$ cat src/rtl/nbody_pkg.sv
// Shared types and sizing for the n-body timestep datapath.
// The default tag latency is the RAM read plus the getAccl arithmetic chain.
package nbody_pkg;

  localparam int unsigned BODIES      = 512;
  localparam int unsigned IDX_W       = $clog2(BODIES);

  localparam int unsigned MultTime    = 6;
  localparam int unsigned AddTime     = 11;
  localparam int unsigned InvSqrtTime = 24;
  localparam int unsigned RamLat      = 1;
  // dx, dx^2, sum of squares, rsqrt, scale by mass
  localparam int unsigned DEFAULT_PIPE_LAT = RamLat + 2 * AddTime + 2 * MultTime + InvSqrtTime;

  typedef logic [IDX_W-1:0] body_idx_t;

  typedef struct packed {
    logic      valid;
    body_idx_t i;
    logic      first;
    logic      last;
    logic      self;
  } pair_tag_t;

  typedef enum logic [1:0] {
    IDLE,
    ISSUE,
    DRAIN,
    DONE
  } state_t;

endpackage

$ cat src/rtl/force_pair_scheduler_if.sv
// Control, RAM-address and result-tag signals of the all-pairs force scheduler.
// master is the step controller / datapath side, slave is the scheduler.
interface force_pair_scheduler_if #(
  parameter int unsigned IDX_W = nbody_pkg::IDX_W
);

  logic             start;
  logic [IDX_W:0]   num_bodies;
  logic             hold;
  logic             busy;
  logic             done;
  logic [IDX_W-1:0] rd_i;
  logic [IDX_W-1:0] rd_j;
  logic             issue_valid;
  logic             out_valid;
  logic [IDX_W-1:0] out_i;
  logic             out_first;
  logic             out_last;
  logic             out_self;

  modport master (
    output start, num_bodies, hold,
    input  busy, done, rd_i, rd_j, issue_valid,
    input  out_valid, out_i, out_first, out_last, out_self
  );

  modport slave (
    input  start, num_bodies, hold,
    output busy, done, rd_i, rd_j, issue_valid,
    output out_valid, out_i, out_first, out_last, out_self
  );

endinterface

$ cat src/rtl/force_pair_scheduler_tag_delay_line.sv
// Fixed-depth shift register of pair tags with asynchronous clear; advances every cycle.
// Usable for aligning any side-band with a fixed-latency datapath.
module tag_delay_line
  import nbody_pkg::*;
#(
  parameter int unsigned DEPTH = DEFAULT_PIPE_LAT
) (
  input  logic      clk,
  input  logic      rst,
  input  pair_tag_t d,
  output pair_tag_t q
);

  pair_tag_t stage [DEPTH];

  always_ff @(posedge clk or posedge rst) begin
    if (rst) begin
      for (int unsigned k = 0; k < DEPTH; k++) stage[k] <= '0;
    end else begin
      stage[0] <= d;
      for (int unsigned k = 1; k < DEPTH; k++) stage[k] <= stage[k-1];
    end
  end

  assign q = stage[DEPTH-1];

endmodule

$ cat src/rtl/force_pair_scheduler.sv
// Walks the (i, j) all-pairs space for one timestep, drives the body RAM read
// addresses and labels each acceleration result with its body index and row markers.
module force_pair_scheduler #(
  parameter int unsigned BODIES   = nbody_pkg::BODIES,
  parameter int unsigned IDX_W    = $clog2(BODIES),
  parameter int unsigned PIPE_LAT = nbody_pkg::DEFAULT_PIPE_LAT
) (
  input  logic                   clk,
  input  logic                   rst,
  force_pair_scheduler_if.slave  bus
);

  import nbody_pkg::*;

  localparam int unsigned DW = $clog2(PIPE_LAT + 1);

  state_t           state;
  logic [IDX_W-1:0] i_q, j_q, rd_i_q, rd_j_q;
  logic [IDX_W:0]   nm1_q;
  logic [DW-1:0]    drain_q;
  logic             busy_q, done_q, issue_q;
  pair_tag_t        tag_q, tag_out;
  logic             i_last, j_last;

  // N-1 is kept one bit wider so N == BODIES compares without wrapping
  assign i_last = ({1'b0, i_q} == nm1_q);
  assign j_last = ({1'b0, j_q} == nm1_q);

  always_ff @(posedge clk or posedge rst) begin
    if (rst) begin
      state   <= IDLE;
      i_q     <= '0;
      j_q     <= '0;
      rd_i_q  <= '0;
      rd_j_q  <= '0;
      nm1_q   <= '0;
      drain_q <= '0;
      busy_q  <= 1'b0;
      done_q  <= 1'b0;
      issue_q <= 1'b0;
      tag_q   <= '0;
    end else begin
      issue_q <= 1'b0;
      tag_q   <= '0;
      case (state)
        IDLE: begin
          if (bus.start) begin
            nm1_q  <= bus.num_bodies - (IDX_W + 1)'(1);
            i_q    <= '0;
            j_q    <= '0;
            busy_q <= 1'b1;
            state  <= (bus.num_bodies == '0) ? DONE : ISSUE;
          end
        end
        ISSUE: begin
          if (!bus.hold) begin
            rd_i_q      <= i_q;
            rd_j_q      <= j_q;
            issue_q     <= 1'b1;
            tag_q.valid <= 1'b1;
            tag_q.i     <= body_idx_t'(i_q);
            tag_q.first <= (j_q == '0);
            tag_q.last  <= j_last;
            tag_q.self  <= (j_q == i_q);
            if (j_last) begin
              j_q <= '0;
              if (i_last) begin
                state   <= DRAIN;
                drain_q <= '0;
              end else begin
                i_q <= i_q + IDX_W'(1);
              end
            end else begin
              j_q <= j_q + IDX_W'(1);
            end
          end
        end
        DRAIN: begin
          if (drain_q == DW'(PIPE_LAT - 1)) begin
            state  <= DONE;
            done_q <= 1'b1;
            busy_q <= 1'b0;
          end else begin
            drain_q <= drain_q + DW'(1);
          end
        end
        DONE: begin
          busy_q <= 1'b0;
          if (!bus.start) begin
            state  <= IDLE;
            done_q <= 1'b0;
          end else begin
            done_q <= 1'b1;
          end
        end
        default: state <= IDLE;
      endcase
    end
  end

  tag_delay_line #(.DEPTH(PIPE_LAT)) u_tag_delay (
    .clk (clk),
    .rst (rst),
    .d   (tag_q),
    .q   (tag_out)
  );

  assign bus.busy        = busy_q;
  assign bus.done        = done_q;
  assign bus.rd_i        = rd_i_q;
  assign bus.rd_j        = rd_j_q;
  assign bus.issue_valid = issue_q;
  assign bus.out_valid   = tag_out.valid;
  assign bus.out_i       = tag_out.i[IDX_W-1:0];
  assign bus.out_first   = tag_out.first;
  assign bus.out_last    = tag_out.last;
  assign bus.out_self    = tag_out.self;

endmodule

$ cat src/flat_wrapper.sv
// flat-port wrapper written by rule: the top's interface ports become plain ports
module force_pair_scheduler_flat import nbody_pkg::*;
#(
  parameter int unsigned BODIES   = nbody_pkg::BODIES,
  parameter int unsigned IDX_W    = $clog2(BODIES),
  parameter int unsigned PIPE_LAT = nbody_pkg::DEFAULT_PIPE_LAT
)
  (clk, rst, bus_start, bus_num_bodies, bus_hold, bus_busy, bus_done, bus_rd_i, bus_rd_j, bus_issue_valid, bus_out_valid, bus_out_i, bus_out_first, bus_out_last, bus_out_self);
  force_pair_scheduler_if #(.IDX_W(IDX_W)) bus_i ();
  input  logic clk;
  input  logic rst;
  input wire logic [$bits(bus_i.start)-1:0] bus_start;
  input wire logic [$bits(bus_i.num_bodies)-1:0] bus_num_bodies;
  input wire logic [$bits(bus_i.hold)-1:0] bus_hold;
  output wire logic [$bits(bus_i.busy)-1:0] bus_busy;
  output wire logic [$bits(bus_i.done)-1:0] bus_done;
  output wire logic [$bits(bus_i.rd_i)-1:0] bus_rd_i;
  output wire logic [$bits(bus_i.rd_j)-1:0] bus_rd_j;
  output wire logic [$bits(bus_i.issue_valid)-1:0] bus_issue_valid;
  output wire logic [$bits(bus_i.out_valid)-1:0] bus_out_valid;
  output wire logic [$bits(bus_i.out_i)-1:0] bus_out_i;
  output wire logic [$bits(bus_i.out_first)-1:0] bus_out_first;
  output wire logic [$bits(bus_i.out_last)-1:0] bus_out_last;
  output wire logic [$bits(bus_i.out_self)-1:0] bus_out_self;
  assign bus_i.start = bus_start;
  assign bus_i.num_bodies = bus_num_bodies;
  assign bus_i.hold = bus_hold;
  assign bus_busy = bus_i.busy;
  assign bus_done = bus_i.done;
  assign bus_rd_i = bus_i.rd_i;
  assign bus_rd_j = bus_i.rd_j;
  assign bus_issue_valid = bus_i.issue_valid;
  assign bus_out_valid = bus_i.out_valid;
  assign bus_out_i = bus_i.out_i;
  assign bus_out_first = bus_i.out_first;
  assign bus_out_last = bus_i.out_last;
  assign bus_out_self = bus_i.out_self;
  force_pair_scheduler #(.BODIES(BODIES), .IDX_W(IDX_W), .PIPE_LAT(PIPE_LAT)) u_core (.clk(clk), .rst(rst), .bus(bus_i));
endmodule
$ cat config.mk
export PLATFORM = sky130hd
export DESIGN_NAME = force_pair_scheduler_flat
export DESIGN_NICKNAME = d
export VERILOG_FILES = /design/src/rtl/nbody_pkg.sv /design/src/rtl/force_pair_scheduler_if.sv /design/src/rtl/force_pair_scheduler_tag_delay_line.sv /design/src/rtl/force_pair_scheduler.sv /design/src/flat_wrapper.sv
export SDC_FILE = /design/constraint.sdc
export NUM_CORES = 1
export LEC_CHECK = 0
export ABC_AREA = 1
export BUFFER_PORTS_ARGS = -buffer_cell sky130_fd_sc_hd__buf_2
export CAP_MARGIN = 20
export CORE_MARGIN = 2
export CORE_UTILIZATION = 55
export CTS_BUF_LIST = sky130_fd_sc_hd__clkbuf_4 sky130_fd_sc_hd__clkbuf_8
export CTS_CLUSTER_DIAMETER = 120
export DETAILED_ROUTE_END_ITERATION = 7
export PLACE_DENSITY_LB_ADDON = 0.08
export SLEW_MARGIN = 20
export SYNTH_ARGS = -nofsm -noshare
export SYNTH_HDL_FRONTEND = slang
export SYNTH_HIERARCHICAL = 1
export SYNTH_SLANG_ARGS = --single-unit
$ cat constraint.sdc
create_clock -name clk -period 24.9 [get_ports clk]
set_input_delay 2.49 -clock clk [delete_from_list [all_inputs] [get_ports clk]]
set_output_delay 2.49 -clock clk [all_outputs]
set_load 0.02 [all_outputs]
== Word level (Yosys, flattened, before mapping) ==
Cells that the tools add are included.
Storage, ports and cells
  register bits: 837
  input bits: 14
Cells by class
  $add $sub $neg: 4
  eq/ne operators: 15
  multiplexer cells: 31
  bitwise logic cells: 1
  reduce and logical (&&, ||, !) cells: 15
Operator list (count)
  $mux 9: 6
  $pmux 9 s2: 2
  $mux 13: 2
  $mux 6: 4
  $eq 9x10->1: 2
  $add 9x1->9 const B: 2
  $mux 2: 7
  $pmux 6 s2: 1
  $logic_not 10->1: 1
  $ne 2x2->1 const B: 5
  $reduce_and 5->1: 2
  $sub 10x1->10 const B: 1
  $eq 9x9->1: 1
  $logic_not 9->1: 1
  $pmux 2 s4: 1
  $add 6x1->6 const B: 1
  $eq 6x6->1 const B: 1
  $mux 1: 6
  $ne 2x1->1 const B: 3
  $reduce_and 2->1: 3
  $reduce_and 3->1: 2
  $reduce_and 6->1: 1
  $reduce_bool 2->1: 3
  $eq 2x2->1 const B: 2
  6 further kinds: 6

== Depth between registers and ports, before layout ==
  depth after elaboration: 5
  depth in mapped cells: 13
  depth with buffers taken out: 11

== Cells and area by module ==
Netlist, hierarchy kept.
By module, submodules not included
  tag_delay_line: area each 19294.8 um^2, instances 1, cells an instance 781, sequential area each 19193.4 um^2
  force_pair_scheduler: area each 3903.7 um^2, instances 1, cells an instance 516, sequential area each 1726.7 um^2

== Least setup slack after synthesis ==
Ideal clock, no wire load.
  path kind: input to register
  from: input bus_num_bodies[4]
  to: register u_core.nm1_q[9]
  buffers on the path: 0
  path slack: 21501 ps
  required time: 24824 ps
  setup time: 76 ps
  stages: 7
  arrival time: 3323 ps
  cells stage by stage: or2_1 -> nor2_1 -> nand2_1 -> nor2_1 -> nand2_1 -> xor2_1 -> o21ai_1
Between the ends
  cells in the longest elaborated chain, start to end: 1
Ends and longest elaborated chain
  start, declared: line flat_wrapper.sv:13  | input wire logic [$bits(bus_i.num_bodies)-1:0] bus_num_bodies;
  $sub 10x1->10: line force_pair_scheduler.sv:48  | nm1_q <= bus.num_bodies - (IDX_W + 1)'(1);
  end signal, assigned: line force_pair_scheduler.sv:48
  end, declared: line force_pair_scheduler.sv:19  | logic [IDX_W:0] nm1_q;
Every way passes these cells.
A chain may end at the register's enable or synchronous reset.

==> results.py <==
metrics = {
    "outcome": {
        "run_status": "completed",
    },
    "sta": {
        "rsz0062_at_grt": "false",
        "finalCriticalPeriod_ns": 4.86,
        "period_share_pct": 19.5,
        "fmax_ghz": 0.206,
        "post-route-worst-setup-slack_ns": 20.04,
        "setup_viol": 0,
        "worstMarginPinSlew_ns": 0.988,
        "final_max_slew_viol_count": 0,
        "hold_violations": 0,
        "fin_tns_setup_ns": 0,
        "fin_worst_skew_ns": 0.0274,
        "relSlewSlack_pct": 34.1,
    },
    "die": {
        "io_pins": 48,
        "coreArea_um2": 41800,
        "std_cell_rows": 75,
        "die_w_um": 209,
        "start_util_pct": 55.6,
        "die_h_um": 209,
        "die_area_um2": 43800,
    },
    "final_layout": {
        "syn2layout_area_growth_pct": 14.9,
        "layout-drive-gt1-share_pct": 20.4,
        "final_util_pct": 63.8,
        "fin_area_um2": 26600,
        "n_antenna_cell": 0,
        "nNetsFinal": 1473,
    },
    "hold_path": {
        "hp-class": "flip-flop to flip-flop",
    },
    "clock_network": {
        "postCtsHoldBufs": 0,
        "ctsRootBufferMaster": "clkbuf_8",
        "clock_path_buffers": 3,
        "cts_tree": "yes",
        "cts_setup_buffers": 0,
        "cts_sinks": 836,
        "ctsResizeCount": 0,
        "cts_max_level": 3,
        "insertion_delay_ns": 0.69,
        "clk_pin_slew_ns": 0.07,
        "cts_buffers": 120,
    },
    "power": {
        "leakagePower_nw": 14.3,
        "combPwrFrac_pct": 7.1,
        "p_sw_share_pct": 23.6,
        "pwr-share-seq_pct": 53.5,
        "intPower_mw": 2.16,
        "ir_worst_vdd_mv": 0.0635,
        "clkPwrFrac_pct": 39.5,
        "power_density_nw_per_um2": 106,
        "switchingPower_uw": 667,
    },
    "detailed_routing": {
        "dr.pass1.iters": 6,
        "wl_met3_um": 1430,
        "via_per_inst": 4.63,
        "drc": 0,
        "wl_per_cell_um": 14.4,
        "drt-total-wl_um": 30000,
        "drt_iter0_drc": 681,
        "met2_length_um": 12700,
        "ant_nets": 0,
        "wl_met1_um": 14900,
        "highest_layer": "met4",
        "num_vias": 9655,
    },
    "synth": {
        "synth_ff_type": "dfrtp_1",
        "synth_edf_count": 0,
        "synth_mux_area_share_pct": 0,
        "synthesis.nets": 1322,
        "synth-xor-area-share_pct": 0.415,
        "yosys.cell_count.top_type": "dfrtp_1",
        "synth_compound_area_share_pct": 1.41,
        "synth-seq-cells": 836,
        "synthTopCellsByArea": "dfrtp_1 (90%), nand2_1 (2.6%), nor2_1 (0.97%)",
        "synth.cell_area_um2": 23200,
        "syn_inst": 1297,
        "synth_common_cells": "dfrtp_1 (836), nand2_1 (158), nor2_1 (60), inv_1 (46), o21ai_0 (31)",
        "synth.top_cell.area_share_pct": 90.2,
        "synthDistinctLibCells": 36,
        "yosysTopAreaCell": "dfrtp_1",
        "yosys_warnings": 6,
        "synth_top_family_by_area": "simple AND/OR/NAND/NOR gates",
        "ys_seq_area_share_pct": 90.2,
        "async_reset_ff_share_pct": 100,
        "synth_area_per_cell_um2": 17.9,
        "synthSimpleGateAreaFrac_pct": 5.53,
        "synth-adder-area-share_pct": 0.593,
    },
    "critical_path": {
        "cp_max_fo": 149,
        "crit_required_ns": 25.62,
        "worst_setup_path_start_kind": "primary input",
        "worstSetupPathType": "primary input to async pin",
        "cp-end-kind": "async pin",
        "worst_ep_arrival_time_ns": 5.58,
    },
    "global_routing": {
        "antenna_found_initial": 0,
        "grt_pass1_vias": 10300,
        "grt_pass1_wl_um": 52900,
        "grt_max_degree": 150,
        "grt.total_usage_pct": 15.2,
        "grt-ovfl-total": 0,
    },
    "placed_design": {
        "gp_congestion": 0.891,
        "dpl.hpwl_um": 15200,
        "place_area_um2": 24000,
        "pre_cts_ws_ns": 18.93,
        "numPortBuffers": 47,
    },
    "run": {
        "cap_violations": 0,
    },
}
## state kept, by name, summed over array words and instances (netlist names)
name	flops
u_core/j_q	9
u_core/u_tag_delay/q	13
u_core/bus.busy	1
u_core/tag_q	12
u_core/i_q	9
u_core/nm1_q	10
u_core/state	2
u_core/bus.rd_i	9
u_core/drain_q	6
u_core/u_tag_delay/stage	754
u_core/bus.rd_j	9
u_core/bus.done	1
u_core/bus.issue_valid	1
## routing by layer
metal  up-vias  global-route usage [%]
li1       4376                       -
met1      4996                    23.8
met2       188                    19.7
met3        95                    4.53
met4         0                    7.17
met5         -                       0
## logic make-up after synthesis
group,count (synthesis)
AOI/OAI and AO/OA,59
xor gates and xnor gates,11
adders and majority gates,11
buffers and inverters,92
DFF,836
and+or+nand+nor,288
## power groups by stage
stage	combinational (mW)	clock (mW)	sequential, mW
2_1_floorplan	0.154	0	1.53
3_3_place_gp	0.198	0	1.53
3_5_place_dp	0.201	0	1.53
4_1_cts	0.202	1.16	1.51
5_1_grt	0.231	1.23	1.52
6_report	0.200	1.12	1.51
## worst max-delay path, stage by stage
cell and delay [ns]:
buf_2 0.14, inv_8 0.58, buf_4 0.71, buf_6 0.65
buf_4 0.73
## layout by cell type, fill, tap and decap left out, types with 4 or more instances in the layout
master | Yosys | final
xor2_1 | 8 | 8
dfrtp_1 | 836 | 836
nor2_2 | 5 | 5
buf_4 | 16 | 5
buf_2 | 3 | 47
clkbuf_4 | 0 | 50
inv_2 | 18 | 19
a21oi_1 | 11 | 11
clkbuf_8 | 0 | 150
nand2_1 | 158 | 158
ha_1 | 11 | 11
o21ai_0 | 31 | 31
nand4_1 | 11 | 11
nand3_1 | 30 | 30
o22ai_1 | 4 | 4
nor2_1 | 60 | 60
clkinv_2 | 0 | 11
inv_1 | 46 | 44
o21ai_1 | 5 | 5
nor3_1 | 7 | 7
buf_6 | 1 | 5
## cell type report
class                           instances  area [um2]
Sequential cell                       836       20900
Tap cell                              539         674
Timing Repair Buffer                   57         329
Fill cell                            2993       15100
Clock buffer                          200        2440
Inverter                               64         248
Clock inverter                         20         191
Multi-Input combinational cell        369        1850
## worst paths after layout
| kind | slack (ns) | cells after the start | startpoint | to |
|---|---|---|---|---|
| setup / recovery | 20.04 | 5 | rst | u_core/u_tag_delay/stage[391] |
| hold / removal | 0.32 | 0 | u_core/u_tag_delay/stage[408] | u_core/u_tag_delay/stage[395] |
| setup reg to reg | 22.47 | 9 | u_core/state[1] | u_core/drain_q[5] |
| hold reg to reg | 0.32 | 0 | u_core/u_tag_delay/stage[408] | u_core/u_tag_delay/stage[395] |
| max in group clk | 21.15 | 1 | u_core/bus.rd_j[7] | bus_rd_j[7] |
| min in group asynchronous | 1.99 | 2 | rst | u_core/u_tag_delay/stage[554] |
## through the flow
stage | hold WS, ns | power (mW) | instances
2_1_floorplan | 0.331 | 1.68 | 1297
3_3_place_gp | 0.331 | 1.73 | 1865
3_5_place_dp | 0.335 | 1.74 | 1865
4_1_cts | 0.322 | 2.87 | 2085
5_1_grt | 0.326 | 2.98 | 2085
6_report | 0.321 | 2.83 | 2085
Power figures use the tool's default switching activity.
